[config.mk]
export PLATFORM = sky130hd
export DESIGN_NAME = arbitro_ultrassom
export DESIGN_NICKNAME = d
export VERILOG_FILES = /design/src/rtl/arbitro_ultrassom.sv
export SDC_FILE = /design/constraint.sdc
export NUM_CORES = 1
export LEC_CHECK = 0
export CAP_MARGIN = 20
export CORE_UTILIZATION = 60
export DETAILED_ROUTE_END_ITERATION = 10
export PLACE_DENSITY = 0.82
export SLEW_MARGIN = 20
export SYNTH_ARGS = -nofsm -noshare
export SYNTH_HDL_FRONTEND = slang
export SYNTH_SLANG_ARGS = --single-unit
[constraint.sdc]
create_clock -name clock -period 6.75 [get_ports clock]
set_input_delay 1.0125 -clock clock [delete_from_list [all_inputs] [get_ports clock]]
set_output_delay 1.0125 -clock clock [all_outputs]
set_load 0.01 [all_outputs]
[src/rtl/arbitro_ultrassom.sv]
// arbitro_ultrassom: shares one ultrasonic ranging engine between the water-level
// sensor and the cup sensor. Requests are latched, arbitrated round-robin, and
// each measurement is trigger -> echo width -> result/timeout -> quiet interval.
//
// Request/result handshake: a pedido_* cycle only sets a sticky pending flag and
// is never refused. Each served request ends in exactly one single-cycle pulse,
// either pronto_* (distancia valid) or timeout_* (distancia = all ones).
// distancia changes only on the edge that raises that pulse.
module arbitro_ultrassom #(
    parameter int TRIGGER_CICLOS   = 500,
    parameter int TICK_CM          = 2941,
    parameter int TIMEOUT_CICLOS   = 1500000,
    parameter int INTERVALO_CICLOS = 3000000,
    parameter int DW               = 9
) (
    input  logic          clock,
    input  logic          reset,
    input  logic          pedido_agua,
    input  logic          pedido_xicara,
    input  logic          echo_agua,
    input  logic          echo_xicara,
    output logic          trigger_agua,
    output logic          trigger_xicara,
    output logic [DW-1:0] distancia,
    output logic          pronto_agua,
    output logic          pronto_xicara,
    output logic          timeout_agua,
    output logic          timeout_xicara,
    output logic [2:0]    db_estado
);
    localparam int TW = $clog2(TRIGGER_CICLOS) + 1;
    localparam int KW = $clog2(TICK_CM) + 1;
    localparam int OW = $clog2(TIMEOUT_CICLOS) + 1;
    localparam int IW = $clog2(INTERVALO_CICLOS) + 1;

    localparam logic SEL_AGUA   = 1'b0;
    localparam logic SEL_XICARA = 1'b1;

    typedef enum logic [2:0] {
        OCIOSO      = 3'd0,
        TRIGGER     = 3'd1,
        ESPERA_ECHO = 3'd2,
        MEDE        = 3'd3,
        RESULTADO   = 3'd4,
        FALHA       = 3'd5,
        INTERVALO   = 3'd6
    } estado_t;

    estado_t        state_q, state_d;
    logic           sel_q, sel_d;
    logic           ultimo_q, ultimo_d;
    logic           pend_agua_q, pend_agua_d;
    logic           pend_xicara_q, pend_xicara_d;
    logic           viu_baixo_q, viu_baixo_d;
    logic [TW-1:0]  trig_cnt_q, trig_cnt_d;
    logic [OW-1:0]  tmo_q, tmo_d;
    logic [KW-1:0]  tick_q, tick_d;
    logic [DW-1:0]  dist_q, dist_d;
    logic [IW-1:0]  int_cnt_q, int_cnt_d;
    logic           trig_agua_q, trig_agua_d;
    logic           trig_xicara_q, trig_xicara_d;
    logic           pronto_agua_q, pronto_agua_d;
    logic           pronto_xicara_q, pronto_xicara_d;
    logic           tmo_agua_q, tmo_agua_d;
    logic           tmo_xicara_q, tmo_xicara_d;
    logic [DW-1:0]  distancia_q, distancia_d;
    logic           escolha;
    logic           echo_sel;

    // Only the echo of the sensor being served is ever looked at.
    assign echo_sel = (sel_q == SEL_XICARA) ? echo_xicara : echo_agua;

    // Next-state logic: arbitration, measurement counters and registered outputs.
    always_comb begin
        state_d       = state_q;
        sel_d         = sel_q;
        ultimo_d      = ultimo_q;
        pend_agua_d   = pend_agua_q | pedido_agua;
        pend_xicara_d = pend_xicara_q | pedido_xicara;
        viu_baixo_d   = viu_baixo_q;
        trig_cnt_d    = trig_cnt_q;
        tmo_d         = tmo_q;
        tick_d        = tick_q;
        dist_d        = dist_q;
        int_cnt_d     = int_cnt_q;
        escolha       = ~ultimo_q;

        case (state_q)
            OCIOSO: begin
                if (pend_agua_q || pend_xicara_q) begin
                    // On a tie the sensor not served last wins; otherwise the lone requester.
                    if (pend_agua_q && pend_xicara_q) escolha = ~ultimo_q;
                    else                              escolha = pend_xicara_q;
                    sel_d      = escolha;
                    ultimo_d   = escolha;
                    trig_cnt_d = '0;
                    state_d    = TRIGGER;
                    // A request in this very cycle survives and earns another measurement.
                    if (escolha == SEL_AGUA) pend_agua_d   = pedido_agua;
                    else                     pend_xicara_d = pedido_xicara;
                end
            end
            TRIGGER: begin
                if (trig_cnt_q == TW'(TRIGGER_CICLOS - 1)) begin
                    state_d     = ESPERA_ECHO;
                    tmo_d       = '0;
                    viu_baixo_d = 1'b0;
                end else begin
                    trig_cnt_d = trig_cnt_q + 1'b1;
                end
            end
            ESPERA_ECHO: begin
                if (tmo_q == OW'(TIMEOUT_CICLOS - 1)) begin
                    state_d = FALHA;
                end else begin
                    tmo_d = tmo_q + 1'b1;
                    // An echo already high on entry must drop before a rise counts.
                    if (echo_sel && viu_baixo_q) begin
                        state_d = MEDE;
                        tick_d  = '0;
                        dist_d  = '0;
                    end else if (!echo_sel) begin
                        viu_baixo_d = 1'b1;
                    end
                end
            end
            MEDE: begin
                if (!echo_sel) begin
                    state_d = RESULTADO;
                end else if (tmo_q == OW'(TIMEOUT_CICLOS - 1)) begin
                    state_d = FALHA;
                end else begin
                    tmo_d = tmo_q + 1'b1;
                    if (tick_q == KW'(TICK_CM - 1)) begin
                        tick_d = '0;
                        if (dist_q != {DW{1'b1}}) dist_d = dist_q + 1'b1;
                    end else begin
                        tick_d = tick_q + 1'b1;
                    end
                end
            end
            RESULTADO, FALHA: begin
                state_d   = INTERVALO;
                int_cnt_d = '0;
            end
            INTERVALO: begin
                if (int_cnt_q == IW'(INTERVALO_CICLOS - 1)) state_d = OCIOSO;
                else                                         int_cnt_d = int_cnt_q + 1'b1;
            end
            default: state_d = OCIOSO;
        endcase

        // Outputs are registered from the state being entered so they align with it.
        trig_agua_d     = (state_d == TRIGGER)   && (sel_d == SEL_AGUA);
        trig_xicara_d   = (state_d == TRIGGER)   && (sel_d == SEL_XICARA);
        pronto_agua_d   = (state_d == RESULTADO) && (sel_d == SEL_AGUA);
        pronto_xicara_d = (state_d == RESULTADO) && (sel_d == SEL_XICARA);
        tmo_agua_d      = (state_d == FALHA)     && (sel_d == SEL_AGUA);
        tmo_xicara_d    = (state_d == FALHA)     && (sel_d == SEL_XICARA);
        distancia_d     = distancia_q;
        if (state_d == RESULTADO)  distancia_d = dist_q;
        else if (state_d == FALHA) distancia_d = {DW{1'b1}};
    end

    // State and output registers; reset abandons any measurement without a pulse.
    always_ff @(posedge clock) begin
        if (reset) begin
            state_q         <= OCIOSO;
            sel_q           <= SEL_AGUA;
            ultimo_q        <= SEL_XICARA;
            pend_agua_q     <= 1'b0;
            pend_xicara_q   <= 1'b0;
            viu_baixo_q     <= 1'b0;
            trig_cnt_q      <= '0;
            tmo_q           <= '0;
            tick_q          <= '0;
            dist_q          <= '0;
            int_cnt_q       <= '0;
            trig_agua_q     <= 1'b0;
            trig_xicara_q   <= 1'b0;
            pronto_agua_q   <= 1'b0;
            pronto_xicara_q <= 1'b0;
            tmo_agua_q      <= 1'b0;
            tmo_xicara_q    <= 1'b0;
            distancia_q     <= '0;
        end else begin
            state_q         <= state_d;
            sel_q           <= sel_d;
            ultimo_q        <= ultimo_d;
            pend_agua_q     <= pend_agua_d;
            pend_xicara_q   <= pend_xicara_d;
            viu_baixo_q     <= viu_baixo_d;
            trig_cnt_q      <= trig_cnt_d;
            tmo_q           <= tmo_d;
            tick_q          <= tick_d;
            dist_q          <= dist_d;
            int_cnt_q       <= int_cnt_d;
            trig_agua_q     <= trig_agua_d;
            trig_xicara_q   <= trig_xicara_d;
            pronto_agua_q   <= pronto_agua_d;
            pronto_xicara_q <= pronto_xicara_d;
            tmo_agua_q      <= tmo_agua_d;
            tmo_xicara_q    <= tmo_xicara_d;
            distancia_q     <= distancia_d;
        end
    end

    assign trigger_agua   = trig_agua_q;
    assign trigger_xicara = trig_xicara_q;
    assign pronto_agua    = pronto_agua_q;
    assign pronto_xicara  = pronto_xicara_q;
    assign timeout_agua   = tmo_agua_q;
    assign timeout_xicara = tmo_xicara_q;
    assign distancia      = distancia_q;
    assign db_estado      = state_q;
endmodule

# Word level (Yosys, flattened, before mapping)
# Index checks and enable logic that the tools add are counted.
# op_classes
add_sub_neg,5
eq_ne,26
n_mux,49
bitwise_logic,4
reduce_logical,24
# ops
cell,count
9-bit two-way mux,8
22-bit two-way mux,3
22-bit case mux with 3 select lines,1
13-bit two-way mux,5
23-bit case mux with 2 select lines,1
13-bit case mux with 2 select lines,1
"2-bit != test, second input constant",12
"23-bit by 1-bit adder with 23-bit output, second input constant",1
"23-bit by 22-bit == test with 1-bit output, second input constant",1
23-bit two-way mux,1
"22-bit by 1-bit adder with 22-bit output, second input constant",1
"22-bit by 21-bit == test with 1-bit output, second input constant",1
3-bit two-way mux,7
10-bit two-way mux,2
10-bit case mux with 2 select lines,1
3-bit case mux with 6 select lines,1
9-bit case mux with 2 select lines,1
1-bit two-way mux,16
"3-bit == test, second input constant",5
"13-bit by 1-bit adder with 13-bit output, second input constant",1
"13-bit by 12-bit == test with 1-bit output, second input constant",1
"10-bit by 1-bit adder with 10-bit output, second input constant",1
"10-bit by 9-bit == test with 1-bit output, second input constant",1
5-bit AND reduction,2
other kinds (16),33
# totals
regBits,100
inputBits,6
out_inout_bits,18
word_cells,126

# Depth between registers and ports, before layout
# depth
word_depth,8
mapped_depth,11
ltp_nobuf,11

# Worst setup path after synthesis
# Ideal clock, no wire load.
# synth_path
path_kind,reg-to-reg
startpoint,register dist_q[0]
endpoint,register dist_q[4]
setup_ns,0.118
arrival_ns,2.221
setup_slack_ns,4.411
stages_incl_launch_ff,12
period_less_slack_ns,2.339
cell_sequence,dfxtp_1 -> ha_1 -> nand2_1 -> nor2_1 -> and3_1 -> ha_1 -> or4b_1 -> nor4_2 -> nor2_1 -> nor4b_2 -> xnor2_1 -> nor2_1
# synth_between
elab_chain_len,6
# synth_lines
element,line,rtl
start: declaration,58,"logic [DW-1:0] dist_q, dist_d;"
start signal: assignment,196,dist_q <= dist_d;
9-bit by 1-bit adder with 9-bit output,136,if (dist_q != {DW{1'b1}}) dist_d = dist_q + 1'b1;
9-bit two-way mux,136,
9-bit two-way mux,134,if (tick_q == KW'(TICK_CM - 1)) begin
9-bit two-way mux,130,end else if (tmo_q == OW'(TIMEOUT_CICLOS - 1)) begin
9-bit two-way mux,128,if (!echo_sel) begin
9-bit case mux with 2 select lines,88,case (state_q)
# Parallel ways exist; a longest one is shown, timed or not. The select of a mux whose other input is x is not followed.
# A chain may end at the register's enable or synchronous reset.

# Worst setup path after layout
# layout_path
startpoint,input port echo_xicara
endpoint,register tick_q[12]
# layout_between
elab_chain_len,4
# layout_lines
element,line,rtl
start: declaration,21,"input logic echo_xicara,"
1-bit two-way mux *,71,assign echo_sel = (sel_q == SEL_XICARA) ? echo_xicara : echo_agua;
1-bit logical AND,118,if (echo_sel && viu_baixo_q) begin
2-bit != test (no line),-,
5-bit AND reduction (no line) *,-,
end signal: assignment,195,tick_q <= tick_d;
end: declaration,57,"logic [KW-1:0] tick_q, tick_d;"
# Every way passes the cells marked *; elsewhere a longest branch is shown, timed or not.

==> metrics.cfg <==
[power_and_ir_drop]
ir_drop_mv=0.09626
p_leak_nw=1.759
power_density_nw_per_um2=195.3

[global_route]
grt_max_degree=34
antenna_found_initial=0
grt_pass1_vias=3888
grt_overflow=0
grt_pass1_wl_um=17220
grt_usage=0.2490

[cts]
numCtsBuffers=9
clock_latency_ns=0.37
cts_resized=0
cts.sinks=100
hold_buffers=0
htree_num_levels=3
cts_setup_buffers=0
cts_buffer_depth=2
clockRootBuffer=clkbuf_8
path_clk_slew_ns=0.10
cts_tree=done

[placement]
dpl.hpwl_um=6936
io_buffers=23
place.gp.congestion=0.8616
place_area_um2=5075

[sta]
final-hold-violation-count=0
tightest_slew_ns=0.7451
rsz0062_at_grt=false
finalSetupTns_ns=0
fin_crit_ns=2.912
maxSlewViolCount=0
clock_skew_ns=0.008479
relSlewSlack=0.5033
finalSetupViolCount=0
finalCritPeriodShare=0.4314
fmax_ghz=0.3434

[route]
drc=0
dr.first_iter.drc_count=144
ant_nets=0
first_pass_iters=4
wirelength_um=9903
dr_total_vias=4036
viasPerCell=5.824
wl_per_cell_um=14.29

[worst_setup_path]
critPathArrivalTime_ns=3.16
path_cells=clkdlybuf4s50_1 -> mux2i_1 -> or3_4 -> a21oi_4 -> o21ai_0 -> nand2b_1 -> nor2_1
r2r_slack_ns=4.18
r2r_end=dist_q[4]$_SDFFE_PP0P_
cp_num_buf_inv=1
required_ns=7.00
cp-start-kind=primary input
cp_max_fo=18
cpMaxStageDelayCell=or3_4
r2r_cells=11
timing.rr.start=dist_q[0]$_SDFFE_PP0P_
critPathMaxStageDelay_ns=0.47
end_kind=flop
crit_family=simple AND/OR/NAND/NOR gates
crit_type=primary input to flop

[finish]
seq_area_um2=2002
fillers=641
nets=599
n_antenna_cell=0
final_cell_area_um2=5283
drive_gt1_frac=0.08122
utilization=0.6836
area_growth_pct=9.662
multi_input_area_um2=2666

[hold_path]
hp-class=flop to flop
min-delay-start=viu_baixo_q$_SDFFE_PP0P_
hold_end=viu_baixo_q$_SDFFE_PP0P_
hold_depth=2

[synth]
syn_area_um2=4817
synth_ff_type=dfxtp_1
synth_nets=584
yosysWarnings=0
synth_area_per_cell_um2=8.436
synthArstFlopShare=0
synth-seq-cells=100
synthCells=571
synth_edf_count=0
seq_area_frac_synth=0.4156
synth_cell_types=70

[floorplan]
rows=32
coreArea_um2=7727
initial_core_util=0.6234
die_w_um=91.60
die_h_um=91.60
dieArea_um2=8391
pin_count=24

[run]
maxCapViolations=0

[status]
status=completed

## through the flow
step | cells | total power [W] | hold slack, ns | setup slack [ns]
floorplan | 571 | 0.0006410 | 0.4322 | 4.412
CTS | 693 | 0.001040 | 0.4768 | 3.845
global placement | 677 | 0.0006533 | 0.4402 | 3.521
finish | 693 | 0.001031 | 0.4731 | 3.838
detailed placement | 677 | 0.0006548 | 0.4618 | 3.449
global route | 693 | 0.001068 | 0.4992 | 3.721
## sequential cells by signal, indices dropped and copies added, names as in the netlist, 3 cells and up
signal	count
int_cnt_q	23
tmo_q	22
tick_q	13
trig_cnt_q	10
dist_q	9
distancia	9
db_estado	3
## Yosys cell counts, types with 2 or more instances
| library cell | instances | area [um^2] |
|---|---|---|
| nor4_1 | 4 | 25.02 |
| o21ai_1 | 7 | 35.03 |
| clkbuf_1 | 10 | 37.54 |
| a21oi_1 | 41 | 205.2 |
| buf_4 | 3 | 22.52 |
| and2_1 | 2 | 12.51 |
| dfxtp_1 | 100 | 2002 |
| a211oi_1 | 5 | 37.54 |
| o21ai_0 | 8 | 40.04 |
| nand3b_1 | 2 | 15.01 |
| a2111oi_0 | 2 | 17.52 |
| nor4_2 | 3 | 37.54 |
| or3_1 | 12 | 75.07 |
| a211oi_2 | 2 | 25.02 |
| nor4b_1 | 3 | 26.28 |
| nor2_2 | 2 | 12.51 |
| a21o_1 | 3 | 22.52 |
| and3_1 | 8 | 50.05 |
| inv_1 | 11 | 41.29 |
| or2_2 | 2 | 12.51 |
| nor2b_1 | 3 | 18.77 |
| nand3_1 | 26 | 130.1 |
| a31oi_1 | 2 | 12.51 |
| nand4_1 | 18 | 112.6 |
| nor3_1 | 15 | 75.07 |
| and4_1 | 4 | 35.03 |
| mux2i_1 | 4 | 40.04 |
| nor3b_1 | 2 | 15.01 |
| ha_1 | 7 | 87.58 |
| a31o_1 | 3 | 26.28 |
| nand2b_1 | 8 | 50.05 |
| nand2_1 | 52 | 195.2 |
| xor2_1 | 14 | 122.6 |
| nor3_4 | 2 | 32.53 |
| buf_2 | 5 | 25.02 |
| nor2_1 | 106 | 397.9 |
| o211ai_1 | 2 | 15.01 |
| nand3_2 | 2 | 20.02 |
| xnor2_1 | 35 | 306.5 |
## worst min-delay path, stage by stage (launching register included)
cell,delay (ns)
dfxtp_1,0.33
nand2_1,0.06
a21oi_1,0.05
## worst max-delay path by stage
stage                           start                      end  slack [ns]  cells past startpoint
6_report                  echo_xicara  tick_q[12]$_SDFFE_PP0P_        3.84                      7
2_1_floorplan  dist_q[0]$_SDFFE_PP0P_   dist_q[4]$_SDFFE_PP0P_        4.41                     11
4_1_cts                   echo_xicara  tick_q[12]$_SDFFE_PP0P_        3.84                      7
5_1_grt                     echo_agua  tick_q[12]$_SDFFE_PP0P_        3.72                      7
3_5_place_dp              echo_xicara   tick_q[6]$_SDFFE_PP0P_        3.45                      7
3_3_place_gp              echo_xicara   tick_q[4]$_SDFFE_PP0P_        3.52                      7
## cell families (layout without fill, tap and decap cells)
kind of cell	Yosys count	count (layout)	synth area share
fa+ha+maj	7	7	0.01818
buf+inv	31	51	0.03091
mux	5	5	0.01143
simple gates	291	291	0.3153
xor+xnor	49	49	0.08909
flops	100	100	0.4156
compound gates	88	88	0.1195
## cell usage in the layout (no fill, tap or decap), types with 3 or more instances in the layout
cell type and n:
a211oi_1 5, a21o_1 3, a21oi_1 41, a31o_1 3, and3_1 8, and4_1 4
clkbuf_8 9, clkdlybuf4s50_1 23, clkinv_4 3, dfxtp_1 100, ha_1 7, inv_1 11
mux2i_1 4, nand2_1 52, nand2b_1 8, nand3_1 26, nand4_1 18, nor2_1 106
nor2b_1 3, nor3_1 15, nor4_1 4, nor4_2 3, nor4b_1 3, o21ai_0 8
o21ai_1 7, or3_1 12, xnor2_1 35, xor2_1 14
## layout make-up
class | count | area share
timing repair buffer | 24 | 0.04500
clock buffer | 9 | 0.02345
inverter | 11 | 0.007816
multi-input combinational | 440 | 0.5047
clock inverter | 7 | 0.01587
tap | 102 | 0.02416
sequential | 100 | 0.3790
## where the power goes
part           total (W)  internal, W  switching, W  leakage [nW]
sequential      0.000600     0.000594    0.00000553         0.807
clock           0.000390     0.000177      0.000213         0.102
combinational  0.0000419    0.0000152     0.0000267         0.850
total            0.00103     0.000786      0.000245          1.76
## routing by layer
layer / vias to the layer above / global-route usage / part of all wire
met4: 0 / 0.06614 / 0.011
met1: 1928 / 0.3029 / 0.44
met5: - / 0 / 0
met2: 72 / 0.4417 / 0.51
li1: 2026 / - / -
met3: 10 / 0.05360 / 0.034
(Power assumes the default switching activity.)
